**src/rtl/fusion_pkg.sv**
```systemverilog
// Shared types and encoding helpers for the fusion-unit operand formatter.
package fusion_pkg;

    // One-hot bitwidth codes understood by the fusion unit.
    typedef enum logic [2:0] {
        BW_2B = 3'b001,
        BW_4B = 3'b010,
        BW_8B = 3'b100
    } bw_t;

    typedef enum logic [1:0] {
        IDLE,
        RUN,
        DRAIN
    } fmt_state_e;

    // FIFO entry: {last, input_forward, weight}
    localparam int unsigned EntryW = 65;

    function automatic logic bw_legal(logic [2:0] code);
        logic ok;
        case (code)
            BW_2B, BW_4B, BW_8B: ok = 1'b1;
            default:             ok = 1'b0;
        endcase
        return ok;
    endfunction

    function automatic logic [7:0] bw_mask(bw_t bw);
        logic [7:0] m;
        case (bw)
            BW_2B:   m = 8'h03;
            BW_4B:   m = 8'h0f;
            BW_8B:   m = 8'hff;
            default: m = 8'h00;
        endcase
        return m;
    endfunction

    // Each 2-bit brick of the activation is replicated across its own output byte.
    function automatic logic [31:0] encode_act(bw_t bw, logic [7:0] act);
        logic [7:0]  m;
        logic [31:0] r;
        m = act & bw_mask(bw);
        for (int k = 0; k < 4; k++) begin
            r[8*k +: 8] = {4{m[2*k +: 2]}};
        end
        return r;
    endfunction

    function automatic logic [31:0] encode_wgt(bw_t bw, logic [7:0] wgt);
        return {4{wgt & bw_mask(bw)}};
    endfunction

endpackage

```
**src/rtl/fusion_fmt_fifo.sv**
```systemverilog
// Registered (no fall-through) FIFO holding encoded operand words.
module fusion_fmt_fifo #(
    parameter int unsigned DEPTH = 2,
    parameter int unsigned WIDTH = 65,
    parameter int unsigned LvlW  = $clog2(DEPTH + 1)
) (
    input  logic             clk,
    input  logic             RST,
    input  logic             push,
    input  logic             pop,
    input  logic [WIDTH-1:0] wdata,
    output logic [WIDTH-1:0] rdata,
    output logic             full,
    output logic             empty,
    output logic [LvlW-1:0]  level
);

    localparam int unsigned PtrW = (DEPTH > 1) ? $clog2(DEPTH) : 1;

    logic [WIDTH-1:0] mem_q [DEPTH];
    logic [WIDTH-1:0] mem_d [DEPTH];
    logic [PtrW-1:0]  wr_ptr_q, wr_ptr_d;
    logic [PtrW-1:0]  rd_ptr_q, rd_ptr_d;
    logic [LvlW-1:0]  count_q, count_d;
    logic             do_push, do_pop;

    assign full    = (count_q == LvlW'(DEPTH));
    assign empty   = (count_q == '0);
    assign level   = count_q;
    assign rdata   = mem_q[rd_ptr_q];
    assign do_push = push && !full;
    assign do_pop  = pop && !empty;

    // Pointer wrap, occupancy and storage update.
    always_comb begin
        mem_d    = mem_q;
        wr_ptr_d = wr_ptr_q;
        rd_ptr_d = rd_ptr_q;
        count_d  = count_q;
        if (do_push) begin
            mem_d[wr_ptr_q] = wdata;
            wr_ptr_d = (wr_ptr_q == PtrW'(DEPTH - 1)) ? '0 : wr_ptr_q + PtrW'(1);
        end
        if (do_pop) begin
            rd_ptr_d = (rd_ptr_q == PtrW'(DEPTH - 1)) ? '0 : rd_ptr_q + PtrW'(1);
        end
        case ({do_push, do_pop})
            2'b10:   count_d = count_q + LvlW'(1);
            2'b01:   count_d = count_q - LvlW'(1);
            default: count_d = count_q;
        endcase
    end

    // State registers; storage cleared so outputs read zero out of reset.
    always_ff @(posedge clk) begin
        if (RST) begin
            for (int i = 0; i < DEPTH; i++) begin
                mem_q[i] <= '0;
            end
            wr_ptr_q <= '0;
            rd_ptr_q <= '0;
            count_q  <= '0;
        end else begin
            mem_q    <= mem_d;
            wr_ptr_q <= wr_ptr_d;
            rd_ptr_q <= rd_ptr_d;
            count_q  <= count_d;
        end
    end

endmodule

```
**src/rtl/fusion_operand_formatter.sv**
```systemverilog
// Producer side of the fusion-unit operand interface: encodes raw activation/weight
// byte pairs into bit-brick words and buffers them for the fusion-unit row.
// Optional build macro FUSION_FMT_STATS_EN adds a saturating stall_cnt output.
module fusion_operand_formatter
    import fusion_pkg::*;
#(
    parameter int unsigned DEPTH = 2,
    parameter int unsigned LEN_W = 8
) (
    input  logic             clk,
    input  logic             RST,
    input  logic             cfg_start,
    input  logic [LEN_W-1:0] cfg_len,
    input  logic [2:0]       cfg_in_bw,
    input  logic [2:0]       cfg_wt_bw,
    input  logic             cfg_in_signed,
    input  logic             cfg_wt_signed,
    input  logic             in_valid,
    output logic             in_ready,
    input  logic [7:0]       in_act,
    input  logic [7:0]       in_wgt,
    output logic             out_valid,
    input  logic             out_ready,
    output logic [31:0]      input_forward,
    output logic [31:0]      weight,
    output logic [2:0]       input_bitwidth,
    output logic [2:0]       weight_bitwidth,
    output logic [3:0]       input_sign,
    output logic [3:0]       weight_sign,
    output logic             out_last,
    output logic             busy,
`ifdef FUSION_FMT_STATS_EN
    output logic [15:0]      stall_cnt,
`endif
    output logic             done,
    output logic             err
);

    localparam int unsigned LvlW = $clog2(DEPTH + 1);

    fmt_state_e       state_q, state_d;
    logic [LEN_W-1:0] cnt_q, cnt_d;
    logic [2:0]       in_bw_q, in_bw_d;
    logic [2:0]       wt_bw_q, wt_bw_d;
    logic             in_signed_q, in_signed_d;
    logic             wt_signed_q, wt_signed_d;
    logic             done_q, done_d;
    logic             err_q, err_d;

    logic              cfg_legal;
    logic              start_accept;
    logic              push, pop;
    logic              fifo_full, fifo_empty;
    logic [LvlW-1:0]   fifo_level;
    logic [EntryW-1:0] fifo_wdata, fifo_rdata;
    logic              beat_last;

    assign cfg_legal    = bw_legal(cfg_in_bw) && bw_legal(cfg_wt_bw);
    assign start_accept = (state_q == IDLE) && cfg_start && cfg_legal;

    assign in_ready  = (state_q == RUN) && !fifo_full;
    assign push      = in_valid && in_ready;
    assign out_valid = !fifo_empty;
    assign pop       = out_valid && out_ready;
    assign beat_last = (cnt_q == LEN_W'(1));

    assign fifo_wdata = {beat_last,
                         encode_act(bw_t'(in_bw_q), in_act),
                         encode_wgt(bw_t'(wt_bw_q), in_wgt)};

    fusion_fmt_fifo #(
        .DEPTH (DEPTH),
        .WIDTH (EntryW),
        .LvlW  (LvlW)
    ) u_fifo (
        .clk   (clk),
        .RST   (RST),
        .push  (push),
        .pop   (pop),
        .wdata (fifo_wdata),
        .rdata (fifo_rdata),
        .full  (fifo_full),
        .empty (fifo_empty),
        .level (fifo_level)
    );

    assign {out_last, input_forward, weight} = fifo_rdata;
    assign input_bitwidth  = in_bw_q;
    assign weight_bitwidth = wt_bw_q;
    assign input_sign      = {4{in_signed_q}};
    assign weight_sign     = {4{wt_signed_q}};
    assign busy            = (state_q != IDLE);
    assign done            = done_q;
    assign err             = err_q;

    // Vector sequencing: config check, beat countdown, drain-then-done.
    always_comb begin
        state_d     = state_q;
        cnt_d       = cnt_q;
        in_bw_d     = in_bw_q;
        wt_bw_d     = wt_bw_q;
        in_signed_d = in_signed_q;
        wt_signed_d = wt_signed_q;
        done_d      = 1'b0;
        err_d       = 1'b0;
        unique case (state_q)
            IDLE: begin
                if (cfg_start) begin
                    if (!cfg_legal) begin
                        err_d = 1'b1;
                    end else if (cfg_len == '0) begin
                        done_d = 1'b1;
                    end else begin
                        in_bw_d     = cfg_in_bw;
                        wt_bw_d     = cfg_wt_bw;
                        in_signed_d = cfg_in_signed;
                        wt_signed_d = cfg_wt_signed;
                        cnt_d       = cfg_len;
                        state_d     = RUN;
                    end
                end
            end
            RUN: begin
                if (push) begin
                    cnt_d = cnt_q - LEN_W'(1);
                    if (beat_last) begin
                        state_d = DRAIN;
                    end
                end
            end
            DRAIN: begin
                // No pushes here, so the FIFO is empty after this edge when the
                // last entry is being popped now.
                if (fifo_empty || (pop && fifo_level == LvlW'(1))) begin
                    done_d  = 1'b1;
                    state_d = IDLE;
                end
            end
            default: state_d = IDLE;
        endcase
    end

    // FSM, latched configuration and pulse registers.
    always_ff @(posedge clk) begin
        if (RST) begin
            state_q     <= IDLE;
            cnt_q       <= '0;
            in_bw_q     <= '0;
            wt_bw_q     <= '0;
            in_signed_q <= 1'b0;
            wt_signed_q <= 1'b0;
            done_q      <= 1'b0;
            err_q       <= 1'b0;
        end else begin
            state_q     <= state_d;
            cnt_q       <= cnt_d;
            in_bw_q     <= in_bw_d;
            wt_bw_q     <= wt_bw_d;
            in_signed_q <= in_signed_d;
            wt_signed_q <= wt_signed_d;
            done_q      <= done_d;
            err_q       <= err_d;
        end
    end

`ifdef FUSION_FMT_STATS_EN
    logic [15:0] stall_cnt_q, stall_cnt_d;

    // Saturating count of cycles the consumer back-pressures a valid word.
    always_comb begin
        stall_cnt_d = stall_cnt_q;
        if (start_accept) begin
            stall_cnt_d = '0;
        end else if (out_valid && !out_ready && stall_cnt_q != 16'hffff) begin
            stall_cnt_d = stall_cnt_q + 16'd1;
        end
    end

    // Stall counter register.
    always_ff @(posedge clk) begin
        if (RST) begin
            stall_cnt_q <= '0;
        end else begin
            stall_cnt_q <= stall_cnt_d;
        end
    end

    assign stall_cnt = stall_cnt_q;
`else
    logic unused_start_accept;
    assign unused_start_accept = start_accept;
`endif

endmodule

```
**config.mk**
```make
export PLATFORM = sky130hd
export DESIGN_NAME = fusion_operand_formatter
export DESIGN_NICKNAME = d
export VERILOG_FILES = /design/src/rtl/fusion_pkg.sv /design/src/rtl/fusion_fmt_fifo.sv /design/src/rtl/fusion_operand_formatter.sv
export SDC_FILE = /design/constraint.sdc
export NUM_CORES = 1
export LEC_CHECK = 0
export CELL_PAD_IN_SITES_DETAIL_PLACEMENT = 0
export CELL_PAD_IN_SITES_GLOBAL_PLACEMENT = 1
export CORE_UTILIZATION = 46
export CTS_CLUSTER_DIAMETER = 60
export CTS_CLUSTER_SIZE = 12
export DETAILED_ROUTE_END_ITERATION = 10
export GPL_TIMING_DRIVEN = 0
export HOLD_SLACK_MARGIN = 0.12
export PLACE_DENSITY_LB_ADDON = 0.1
export REMOVE_ABC_BUFFERS = 1
export SETUP_SLACK_MARGIN = 0.5
export SLEW_MARGIN = 20
export SYNTH_ARGS = -nofsm -noshare
export SYNTH_HDL_FRONTEND = slang
export SYNTH_HIERARCHICAL = 1
export SYNTH_SLANG_ARGS = --single-unit
```
**constraint.sdc**
```tcl
create_clock -name clk -period 3.4 [get_ports clk]
set_input_delay 0.68 -clock clk [delete_from_list [all_inputs] [get_ports clk]]
set_output_delay 0.68 -clock clk [all_outputs]
set_load 0.01 [all_outputs]
```
==> results.json <==
{
  "status": "completed",
  "firstDrtPassIters": 4,
  "synth_edf_count": 0,
  "drt_iter0_markers": 363,
  "row_count": 47,
  "start_util_pct": 47.1,
  "hpwl_um": 11200,
  "grt_pass1_wl_um": 31300,
  "rsz0062_at_grt": "true",
  "p_seq_share_pct": 45.7,
  "antenna_found_initial": 0,
  "syn_inst": 840,
  "comb_power_share_pct": 7.1,
  "die_x_um": 132,
  "hold_buffers": 0,
  "worst-slew-pin-transition_ns": 0.883,
  "min_from": "u_fifo/mem_q[63]",
  "crit_start": "u_fifo/rd_ptr_q",
  "synth_ff_type": "dfxtp_1",
  "critical_path_peak_fanout": 42,
  "netlist_area_um2": 7780,
  "grt_max_degree": 137,
  "synth.avg_cell_area_um2": 9.26,
  "reg2reg_from": "u_fifo/level[0]",
  "clock.fmax_mhz": 358,
  "power_switching_uw": 881,
  "leakage_uw": 0.00346,
  "cts_sinks": 154,
  "placedCellCount": 1113,
  "n_antenna_cell": 0,
  "yosys.area.top_type": "dfxtp_1",
  "vias": 6171,
  "h-tree-depth": 4,
  "clock_latency_ns": 0.42,
  "final.setup.tns_ns": 0,
  "final_nets": 956,
  "hold_violations": 0,
  "cts-buffers-inserted": 17,
  "cp.required_ns": 2.72,
  "startpoint_type": "flip-flop",
  "synth.distinct_cells": 53,
  "drive_gt1_share_pct": 12.4,
  "fin_skew_ns": 0.0100,
  "setup_viol": 0,
  "cts_tree": "yes",
  "layout_setup_ws_ns": 0.610,
  "cp-end-kind": "output port",
  "synth-warning-count": 6,
  "area_growth_pct": 23.4,
  "gp_congestion": 0.788,
  "wirelength_um": 19500,
  "die_y_um": 132,
  "fin_util_pct": 58.1,
  "synth_top_area_share_pct": 39.6,
  "path_class": "flip-flop to output port",
  "synth_seq_area_share_pct": 39.6,
  "peakVddDrop_mv": 0.348,
  "cts.reportedPaths.clkPinSlew_ns": 0.06,
  "place_ws_ns": -0.205,
  "worstHoldPathType": "flip-flop to flip-flop",
  "period_minus_slack_ns": 2.79,
  "power.internal_uw": 3140,
  "core_um2": 16500,
  "wl_per_cell_um": 17.0,
  "fill_cells": 1462,
  "swShare_pct": 21.9,
  "root_buffer": "clkbuf_16",
  "ys_ff_latch": 154,
  "maxCapViolations": 0,
  "powerDensity_nw_per_um2": 419,
  "grt.overflow.total": 0,
  "relSlewSlack_pct": 41.0,
  "async_reset_ff_share_pct": 0,
  "yosys-top-cells-area": "dfxtp_1 (40%), nand2b_1 (11%), mux2i_1 (9.5%)",
  "final_max_slew_viol_count": 0,
  "die-area_um2": 17400,
  "clockBufferDepth": 2,
  "drc": 0,
  "vias_per_cell": 5.38,
  "clkPwrFrac_pct": 47.2,
  "ant_nets": 0,
  "fin_crit_sh_pct": 82.1,
  "grt_pass1_vias": 6080,
  "pin_count": 121,
  "io_buffer_count": 120,
  "gr-usage-all-layers_pct": 22.6,
  "layout.cells.non_filler": 1147,
  "cp.arrival_ns": 2.11
}
[path summary, 6_finish.rpt]
| path | endpoint | slack [ns] | depth (start not counted) |
|---|---|---|---|
| min reg2reg | u_fifo/mem_q[63] | 0.47 | 2 |
| max reg2reg | u_fifo/mem_q[22] | 0.68 | 7 |
| min | u_fifo/mem_q[63] | 0.47 | 2 |
| max | weight[19] | 0.61 | 3 |
[sequential cells by signal, indices dropped and copies added, names as in the netlist]
signal / cells
state_q: 2
wt_signed_q: 1
input_bitwidth: 3
weight_bitwidth: 3
u_fifo/rd_ptr_q: 1
done: 1
u_fifo/mem_q: 130
cnt_q: 8
u_fifo/wr_ptr_q: 1
err: 1
in_signed_q: 1
u_fifo/level: 2
[synthesized netlist by cell type, types with 2 or more instances]
| cell | count |
|---|---|
| o21ai_0 | 125 |
| a21oi_1 | 13 |
| buf_4 | 9 |
| nand2_1 | 11 |
| a2bb2oi_1 | 3 |
| buf_2 | 13 |
| buf_6 | 5 |
| o21ai_1 | 14 |
| nand2b_1 | 135 |
| mux2i_1 | 74 |
| xnor2_1 | 4 |
| dfxtp_1 | 154 |
| nand3_1 | 3 |
| nor2_1 | 24 |
| nor3_1 | 4 |
| clkbuf_1 | 38 |
| or3_1 | 5 |
| nor2b_1 | 72 |
| or4_1 | 2 |
| nand3b_1 | 3 |
| and2_1 | 12 |
| nor3b_1 | 3 |
| ha_1 | 3 |
| buf_12 | 4 |
| mux2_2 | 65 |
| inv_1 | 7 |
| a211oi_1 | 3 |
| o31ai_1 | 5 |
| nor4_1 | 3 |
[layer usage]
layer | part of all wire (%) | routed length [um] | vias up | global-route usage, %
li1 | - | - | 3036 | -
met1 | 48 | 9310 | 2964 | 29.9
met2 | 47 | 9150 | 151 | 36.5
met3 | 3.8 | 741 | 20 | 4.34
met4 | 1.5 | 295 | 0 | 8.01
met5 | 0 | 0 | - | 0
[layout by cell type (no fill, tap or decap), types with 4 or more instances in the layout]
cell type / synthesis / routed
or3_1: 5 / 5
clkdlybuf4s50_1: 0 / 119
o21ai_1: 14 / 14
nor3_1: 4 / 4
nor2b_1: 72 / 71
o21ai_0: 125 / 125
nand2_1: 11 / 11
nor2_1: 24 / 24
a21oi_1: 13 / 13
nand2b_4: 1 / 5
xnor2_1: 4 / 4
dfxtp_1: 154 / 152
clkbuf_16: 0 / 17
o31ai_1: 5 / 5
mux2i_1: 74 / 74
and2_1: 12 / 12
nand2b_1: 135 / 133
inv_1: 7 / 7
mux2_2: 65 / 65
[cells by family (layout without fill, tap and decap cells)]
family                     Yosys count  in the layout  share of synthesized area [%]
buffers and inverters               78            162                           5.74
DFF                                154            154                           39.6
AOI/OAI and AO/OA                  174            174                           12.1
and+or+nand+nor                    287            290                           22.5
xor gates and xnor gates             5              5                          0.563
adders and majority gates            3              3                          0.483
muxes                              139            139                           18.9
[power by group through the flow]
| stage | Sequential [uW] | Clock [uW] | Combinational (uW) |
|---|---|---|---|
| CTS | 1840 | 1940 | 282 |
| floorplan | 1870 | 0 | 137 |
| global placement | 1880 | 0 | 279 |
| detailed placement | 1880 | 0 | 276 |
| finish | 1840 | 1890 | 286 |
| global route | 1840 | 2020 | 309 |
[worst max-delay path, cell delays in order (launching register included)]
cell and delay (ns):
dfxtp_4 0.50, buf_16 0.29, mux2_2 0.38, clkdlybuf4s50_1 0.52
[stage by stage]
stage	total power, uW	cell area (um^2)	hold WS (ns)
after CTS	4050	9580	0.476
after detailed placement	2150	8950	0.464
final	4020	9600	0.472
after global placement	2150	8840	0.454
after global routing	4170	9600	0.497
after floorplan	2010	7360	0.445
[layout make-up]
class                      instances  area, um^2  area share [%]
multi-input combinational        611        4310            44.9
sequential                       154        3090            32.2
timing repair buffer             124        1300            13.5
clock buffer                      22         464            4.84
tap                              220         275            2.87
clock inverter                     8         120            1.25
inverter                           8        35.0           0.365
[repair_timing]
action / in CTS / in global routing
endpoints found under the setup margin: 126 / 120
cloned: 2 / 1
setup buffers: 1 / 0
resized for setup: 4 / 3
No activity file was read; power rests on OpenSTA's default activity.
